$ cat src/rtl/dvs_pkg.sv
// Shared definitions for the DVS gesture pipeline: grid geometry, cell
// address packing and the time-surface decay function.
package dvs_pkg;

    localparam int GRID_SIZE      = 16;
    localparam int COORD_BITS     = 4;
    localparam int CELL_ADDR_BITS = 8;
    localparam int NUM_CELLS      = GRID_SIZE * GRID_SIZE;

    typedef logic [COORD_BITS-1:0]     coord_t;
    typedef logic [CELL_ADDR_BITS-1:0] cell_addr_t;

    // Cell address is row-major: {y, x}.
    function automatic cell_addr_t cell_addr(input coord_t x, input coord_t y);
        return {y, x};
    endfunction

    // Surface value for a cell of the given age (in ticks). The value starts
    // at full scale and drops by one every 2^decay_shift ticks, flooring at 0.
    // Invalid cells always read 0. Result is returned 32 bits wide; callers
    // truncate to their value width.
    function automatic logic [31:0] decay_value(input logic        cell_valid,
                                                input logic [31:0] age,
                                                input int unsigned decay_shift,
                                                input int unsigned value_bits);
        logic [31:0] steps;
        logic [31:0] vmax;
        steps = age >> decay_shift;
        vmax  = (32'd1 << value_bits) - 32'd1;
        if (!cell_valid || (steps >= vmax)) begin
            return 32'd0;
        end
        return vmax - steps;
    endfunction

endpackage

$ cat src/rtl/ts_stamp_ram.sv
// Simple dual-port stamp RAM: one write port, one registered read port.
// Read-during-write to the same address returns the old contents, which is
// the natural read-first behaviour of a block RAM.
module ts_stamp_ram #(
    parameter int ADDR_BITS = 8,
    parameter int DATA_BITS = 16
) (
    input  logic                 clk_i,
    input  logic                 wr_en_i,
    input  logic [ADDR_BITS-1:0] wr_addr_i,
    input  logic [DATA_BITS-1:0] wr_data_i,
    input  logic [ADDR_BITS-1:0] rd_addr_i,
    output logic [DATA_BITS-1:0] rd_data_o
);

    logic [DATA_BITS-1:0] mem [2**ADDR_BITS];
    logic [DATA_BITS-1:0] rd_data_q;

    // Write and registered read in one process so the read sees pre-write data.
    always_ff @(posedge clk_i) begin
        if (wr_en_i) begin
            mem[wr_addr_i] <= wr_data_i;
        end
        rd_data_q <= mem[rd_addr_i];
    end

    assign rd_data_o = rd_data_q;

endmodule

$ cat src/rtl/time_surface_memory.sv
// Per-cell time-surface store for the 16x16 gesture grid. Records the last
// event timestamp per cell, serves decayed surface values on a 1-cycle read
// port, and runs a background scrubber that invalidates stale cells so that
// timestamp wrap-around never brings old activity back to life.
//
// Event handshake: an event transfers on a rising clk edge where both
// evt_valid and evt_ready are high; evt_ready is low during rst and in any
// cycle where clear_all is high, and is otherwise high.
module time_surface_memory
    import dvs_pkg::*;
#(
    parameter int CLK_FREQ_HZ = 12_000_000,
    parameter int TICK_US     = 1000,
    parameter int TS_BITS     = 16,
    parameter int VALUE_BITS  = 8,
    parameter int DECAY_SHIFT = 2
) (
    input  logic                      clk,
    input  logic                      rst,
    input  logic                      evt_valid,
    output logic                      evt_ready,
    input  logic [COORD_BITS-1:0]     evt_x,
    input  logic [COORD_BITS-1:0]     evt_y,
    input  logic                      clear_all,
    input  logic                      ts_read_enable,
    input  logic [CELL_ADDR_BITS-1:0] ts_read_addr,
    output logic [VALUE_BITS-1:0]     ts_read_value,
    output logic [TS_BITS-1:0]        debug_now,
    output logic [15:0]               debug_evt_count
);

    localparam int TICK_CYCLES = (CLK_FREQ_HZ / 1_000_000) * TICK_US;
    localparam int TICK_W      = (TICK_CYCLES > 1) ? $clog2(TICK_CYCLES) : 1;
    localparam logic [TICK_W-1:0] TICK_LAST = TICK_W'(TICK_CYCLES - 1);

    // Age at which a cell's value has fully decayed to zero.
    localparam longint STALE_TICKS = ((longint'(1) << VALUE_BITS) - 1) << DECAY_SHIFT;
    localparam longint MAX_TS      = (longint'(1) << TS_BITS) - 1;
    localparam logic [TS_BITS-1:0] STALE = TS_BITS'(STALE_TICKS);

    // The scrubber must be able to see a cell as stale before its age wraps.
    if (STALE_TICKS > MAX_TS) begin : g_stale_check
        $error("time_surface_memory: stale age does not fit in TS_BITS");
    end
    if (TICK_CYCLES < 1) begin : g_tick_check
        $error("time_surface_memory: tick period must be at least one cycle");
    end

    // Timebase
    logic [TICK_W-1:0]  tick_cnt_q;
    logic [TS_BITS-1:0] now_q;

    // Event path
    logic       evt_accept;
    cell_addr_t evt_addr;
    logic [15:0] evt_count_q;

    // Valid vector
    logic [NUM_CELLS-1:0] valid_q;
    logic [NUM_CELLS-1:0] valid_d;

    // Shared RAM read port
    cell_addr_t         ram_raddr;
    logic [TS_BITS-1:0] ram_rdata;

    // Scrubber pipeline
    logic               scr_issue;
    cell_addr_t         scr_ptr_q;
    logic               scr_s2_q;
    cell_addr_t         scr_addr_q;
    logic [TS_BITS-1:0] scr_now_q;
    logic               scr_hit_q;
    logic [TS_BITS-1:0] scr_age;
    logic               scr_clear;

    // Downstream read register
    logic               rd_valid_q;
    logic [TS_BITS-1:0] rd_now_q;
    logic               rd_src_q;
    logic [TS_BITS-1:0] rd_hold_q;
    logic [TS_BITS-1:0] rd_stamp;
    logic [TS_BITS-1:0] rd_age;

    assign evt_ready  = ~rst & ~clear_all;
    assign evt_accept = evt_valid & evt_ready;
    assign evt_addr   = cell_addr(evt_x, evt_y);

    // Downstream reads always own the RAM port; the scrubber only uses idle cycles.
    assign scr_issue = ~ts_read_enable;
    assign ram_raddr = ts_read_enable ? ts_read_addr : scr_ptr_q;

    ts_stamp_ram #(
        .ADDR_BITS (CELL_ADDR_BITS),
        .DATA_BITS (TS_BITS)
    ) u_stamp_ram (
        .clk_i     (clk),
        .wr_en_i   (evt_accept),
        .wr_addr_i (evt_addr),
        .wr_data_i (now_q),
        .rd_addr_i (ram_raddr),
        .rd_data_o (ram_rdata)
    );

    // Free-running timestamp: one increment per tick period, wrapping mod 2^TS_BITS.
    always_ff @(posedge clk) begin
        if (rst) begin
            tick_cnt_q <= '0;
            now_q      <= '0;
        end else if (tick_cnt_q == TICK_LAST) begin
            tick_cnt_q <= '0;
            now_q      <= now_q + TS_BITS'(1);
        end else begin
            tick_cnt_q <= tick_cnt_q + TICK_W'(1);
        end
    end

    // Saturating count of accepted events.
    always_ff @(posedge clk) begin
        if (rst) begin
            evt_count_q <= '0;
        end else if (evt_accept && (evt_count_q != 16'hFFFF)) begin
            evt_count_q <= evt_count_q + 16'd1;
        end
    end

    // Scrubber: stage 1 issues a RAM read of the pointer cell and snapshots now;
    // the pointer then advances. A same-edge event on that cell is remembered so
    // the stale check on the pre-write stamp is discarded.
    always_ff @(posedge clk) begin
        if (rst) begin
            scr_ptr_q  <= '0;
            scr_s2_q   <= 1'b0;
            scr_addr_q <= '0;
            scr_now_q  <= '0;
            scr_hit_q  <= 1'b0;
        end else begin
            scr_s2_q <= scr_issue;
            if (scr_issue) begin
                scr_addr_q <= scr_ptr_q;
                scr_now_q  <= now_q;
                scr_hit_q  <= evt_accept && (evt_addr == scr_ptr_q);
                scr_ptr_q  <= scr_ptr_q + 8'd1;
            end
        end
    end

    // Stage 2: the RAM output now holds the scrubbed cell's stamp.
    assign scr_age   = scr_now_q - ram_rdata;
    assign scr_clear = scr_s2_q && !scr_hit_q && (scr_age >= STALE);

    // Valid next state: clear_all dominates, then an event set beats a scrub clear.
    always_comb begin
        valid_d = valid_q;
        if (clear_all) begin
            valid_d = '0;
        end else begin
            if (scr_clear) begin
                valid_d[scr_addr_q] = 1'b0;
            end
            if (evt_accept) begin
                valid_d[evt_addr] = 1'b1;
            end
        end
    end

    // Valid vector register.
    always_ff @(posedge clk) begin
        if (rst) begin
            valid_q <= '0;
        end else begin
            valid_q <= valid_d;
        end
    end

    // Read register: snapshot valid and now on an enabled read. The stamp comes
    // straight from the RAM until the scrubber reuses the port, at which point
    // it is parked in rd_hold_q so the served value keeps holding.
    always_ff @(posedge clk) begin
        if (rst) begin
            rd_valid_q <= 1'b0;
            rd_now_q   <= '0;
            rd_src_q   <= 1'b0;
            rd_hold_q  <= '0;
        end else begin
            rd_src_q <= ts_read_enable;
            if (rd_src_q) begin
                rd_hold_q <= ram_rdata;
            end
            if (ts_read_enable) begin
                rd_valid_q <= valid_q[ts_read_addr];
                rd_now_q   <= now_q;
            end
        end
    end

    assign rd_stamp = rd_src_q ? ram_rdata : rd_hold_q;
    assign rd_age   = rd_now_q - rd_stamp;

    assign ts_read_value   = VALUE_BITS'(decay_value(rd_valid_q, 32'(rd_age),
                                                     DECAY_SHIFT, VALUE_BITS));
    assign debug_now       = now_q;
    assign debug_evt_count = evt_count_q;

endmodule

$ cat config.mk
export PLATFORM = sky130hd
export DESIGN_NAME = time_surface_memory
export DESIGN_NICKNAME = d
export VERILOG_FILES = /design/src/rtl/dvs_pkg.sv /design/src/rtl/ts_stamp_ram.sv /design/src/rtl/time_surface_memory.sv
export SDC_FILE = /design/constraint.sdc
export NUM_CORES = 2
export LEC_CHECK = 0
export BUFFER_PORTS_ARGS = -buffer_cell sky130_fd_sc_hd__buf_2
export CAP_MARGIN = 10
export CORE_ASPECT_RATIO = 1.2
export CORE_MARGIN = 2
export CORE_UTILIZATION = 55
export CTS_CLUSTER_SIZE = 20
export DETAILED_ROUTE_END_ITERATION = 8
export PLACE_DENSITY = 0.74
export SLEW_MARGIN = 20
export SYNTH_ARGS = -nofsm -noshare
export SYNTH_HDL_FRONTEND = slang
export SYNTH_SLANG_ARGS = --single-unit
$ cat constraint.sdc
create_clock -name clk -period 5.5 [get_ports clk]
set_input_delay 1.1 -clock clk [delete_from_list [all_inputs] [get_ports clk]]
set_output_delay 1.1 -clock clk [all_outputs]
set_load 0.01 [all_outputs]
==> impl_metrics.py <==
metrics = {
    "synthesis": {
        "synth-main-ff-cell": "edfxtp_1",
        "syn-num-nets": 10500,
        "synth_async_sr_flop_share": 0,
        "synth_edf_count": 4096,
        "synth_warnings": 0,
        "synth_cell_types": 78,
        "synth-seq-area-share": 0.744,
        "syn_area_mm2": 0.176,
        "avgSynthCellArea_um2": 16.8,
        "yosys_register_bits": 4482,
        "synthCells": 10500,
    },
    "timing": {
        "maxSlewHeadroom": 0.129,
        "hold_viol": 0,
        "tightest_slew_ns": 1.30,
        "finalMaxSlewViolations": 0,
        "setup_viol": 0,
        "fin_tns_setup_ns": 0,
        "rsz0062_at_grt": "no",
        "period_needed_ns": 5.44,
        "post-route-period-util": 0.990,
        "finClkSkew_ns": 0.0834,
        "max_freq_mhz": 184,
    },
    "floorplanning": {
        "die_x_um": 520,
        "io_pins": 62,
        "core-area_mm2": 0.318,
        "num_rows": 227,
        "die-area_mm2": 0.324,
        "die_h_um": 623,
        "start_util": 0.552,
    },
    "routing": {
        "vias_per_cell": 6.70,
        "antenna_left": 0,
        "drt_first_iter_violations": 16100,
        "avgRoutedWirePerCell_um": 33.4,
        "firstDrtPassIters": 8,
        "route.detailed.drc": 0,
        "drt_wl_total_mm": 521,
        "vias": 105000,
    },
    "global_route": {
        "grt_pass1_vias": 102000,
        "grt_first_pass_wirelength_mm": 735,
        "grtUsageTotal": 0.317,
        "antenna_found_initial": 48,
        "gr-total-overflow": 0,
        "grt_max_degree": 154,
    },
    "worst_setup_path": {
        "crit_path_cell_trace": "mux2_8 > buf_12 > buf_4 > mux4_2 > o22ai_1 > nor4_1 > buf_4 > o22ai_1 > a211o_1 > nor3_1",
        "cp_max_fo": 71,
        "reg2reg_depth": 10,
        "r2r_slack_ns": 0.06,
        "critPathArrivalTime_ns": 6.21,
        "path_class": "reg -> reg",
        "critPathSlowestCell": "mux2_8",
        "r2r_start": "scr_ptr_q[1]",
        "worstPathRequired_ns": 6.27,
        "cp_num_buf_inv": 3,
        "max_stage_delay_ns": 0.93,
        "crit_start": "scr_ptr_q[1]",
        "reg2reg_to": "u_stamp_ram.rd_data_o[2]",
        "startpoint_type": "flip-flop",
        "crit_family": "multiplexers",
        "crit_path_end_kind": "flip-flop",
    },
    "pwr": {
        "finalPower_uw": 68800,
        "power_density_mw_per_mm2": 348,
        "leakage_uw": 0.0641,
        "vdd_ir_drop_max_mv": 0.297,
    },
    "worst_hold_path": {
        "min_from": "tick_cnt_q[0]",
        "hold_class": "reg -> reg",
        "min_to": "tick_cnt_q[0]",
        "hold_depth": 1,
    },
    "placement": {
        "port_buffers": 61,
        "gp_congestion": 0.982,
        "detailed_place_hpwl_mm": 326,
        "placedCellCount": 14800,
    },
    "layout": {
        "fin_util": 0.622,
        "fillers": 21800,
        "multi_input_area_mm2": 0.0421,
        "drive_gt1_frac": 0.202,
        "instances_no_fill": 15600,
        "syn_to_final_growth_pct": 12.7,
        "nets": 11100,
        "seq_area_mm2": 0.131,
    },
    "run": {
        "max-cap-violations": 0,
    },
    "clocking": {
        "numClockSinks": 4482,
        "cts_made_buffers": 418,
        "clock_latency_ns": 0.97,
        "cts.htree.levels": 5,
        "path_clk_slew_ns": 0.07,
        "cts_max_path_buffers": 4,
        "root_buffer": "clkbuf_16",
        "cts_hold_buf": 0,
        "cts_tree": "built",
    },
    "status": {
        "outcome": "finished clean",
    },
}
[worst max path at each step]
stage	endpoint	slack, ns	depth (start not counted)
after floorplan	debug_now[13]	0.05	5
after global placement	u_stamp_ram.rd_data_o[4]	-0.62	11
after detailed placement	u_stamp_ram.rd_data_o[2]	-0.32	11
after CTS	ts_read_value[5]	0.04	13
after global routing	ts_read_value[5]	0.004	13
final	u_stamp_ram.rd_data_o[2]	0.06	10
[registers in the layout, indices dropped and copies added (netlist names), 8 cells and up]
register and cells:
u_stamp_ram.mem 4096, debug_evt_count 16, rd_now_q 16, scr_now_q 16, valid_q 256, rd_hold_q 16, u_stamp_ram.rd_data_o 16, scr_addr_q 8
tick_cnt_q 14, scr_ptr_q 8, debug_now 16
[cell usage after synthesis (35+ instances only)]
| master | instances | share of area |
|---|---|---|
| buf_6 | 49 | 0.0031 |
| a31oi_1 | 41 | 0.0015 |
| dfxtp_1 | 386 | 0.044 |
| mux2i_1 | 253 | 0.014 |
| clkbuf_1 | 315 | 0.0067 |
| a211oi_1 | 273 | 0.012 |
| a32oi_1 | 171 | 0.0085 |
| nor2_1 | 661 | 0.014 |
| o22ai_1 | 120 | 0.0043 |
| nor3_1 | 285 | 0.0081 |
| nand2_1 | 1485 | 0.032 |
| nor4_1 | 43 | 0.0015 |
| xor2_1 | 37 | 0.0018 |
| nand4_1 | 165 | 0.0059 |
| nand3_1 | 466 | 0.013 |
| inv_1 | 35 | 0.00075 |
| and3_1 | 52 | 0.0019 |
| o21ai_0 | 48 | 0.0014 |
| mux4_2 | 731 | 0.094 |
| edfxtp_1 | 4096 | 0.70 |
| buf_4 | 86 | 0.0037 |
| a21oi_1 | 92 | 0.0026 |
| a22oi_1 | 59 | 0.0025 |
| buf_2 | 155 | 0.0044 |
[worst register-to-register path: stages (launching register included)]
cell and delay (ns):
dfxtp_1 0.84, mux2_8 0.94, buf_12 0.44, buf_4 0.50, mux4_2 0.33, o22ai_1 0.08
nor4_1 0.32, buf_4 0.24, o22ai_1 0.19, a211o_1 0.46, nor3_1 0.90
[metal layers]
layer / part of all wire / GRT usage / vias to the layer above / wire [um]
li1: - / - / 42400 / -
met1: 0.34 / 0.400 / 53300 / 177000
met2: 0.48 / 0.503 / 7436 / 249000
met3: 0.11 / 0.0702 / 1503 / 58600
met4: 0.070 / 0.197 / 18 / 36700
met5: 0.00043 / 0.00208 / - / 223
[layout by cell type, fill, tap and decap left out, drive strengths merged, types with 25 or more instances in the layout]
cell type,instances
a22oi,59
o22ai,120
dfxtp,386
diode,33
edfxtp,4096
xor2,37
clkbuf,526
nor3,285
nor2,669
a211oi,273
mux4,731
buf,748
a21oi,93
and3,52
mux2i,253
clkinv,176
ha,34
o211ai,29
nor4,43
nand2,1485
a32oi,173
xnor2,34
nand3,466
nand4,165
inv,49
nor2b,25
a31oi,41
o21ai,60
[report_power, final]
group / leakage (uW) / internal, uW / switching (uW)
logic: 0.0167 / 1550 / 2540
clock network: 0.00636 / 15400 / 12600
registers: 0.0411 / 36600 / 99.2
[kinds of logic (layout without fill, tap and decap cells)]
| kind of cell | count (synthesis) | in the layout | share of synthesized area |
|---|---|---|---|
| simple gates | 3259 | 3259 | 0.0806 |
| buf+inv | 672 | 1544 | 0.0199 |
| fa+ha+maj | 35 | 35 | 0.00254 |
| xor+xnor | 71 | 71 | 0.00354 |
| flops | 4482 | 4482 | 0.744 |
| compound gates | 978 | 978 | 0.0406 |
| other cells | 0 | 33 | 0 |
| mux | 987 | 987 | 0.108 |
[stage by stage]
stage	hold WS [ns]	cell area (um2)	setup WS, ns
3_3_place_gp	0.426	184000	-0.618
4_1_cts	0.461	198000	0.0443
6_report	0.458	198000	0.0572
3_5_place_dp	0.448	185000	-0.323
5_1_grt	0.481	198000	0.00431
2_1_floorplan	0.418	176000	0.0473
[area by class of cell]
cell class                 count  area share
clock inverter               234      0.0101
multi-input combinational   5330       0.213
clock buffer                 526      0.0560
timing repair buffer         748      0.0319
inverter                      36    0.000683
sequential                  4482       0.661
tap                         4236      0.0268
antenna                       33    0.000417
[what timing repair did]
action,4_1_cts,5_1_grt
endpoints found under the setup margin,8,8
resized for setup,5,7
cloned,0,0
buffers inserted,1,1
pin swaps,1,1
No activity file was read; power rests on OpenSTA's default activity.
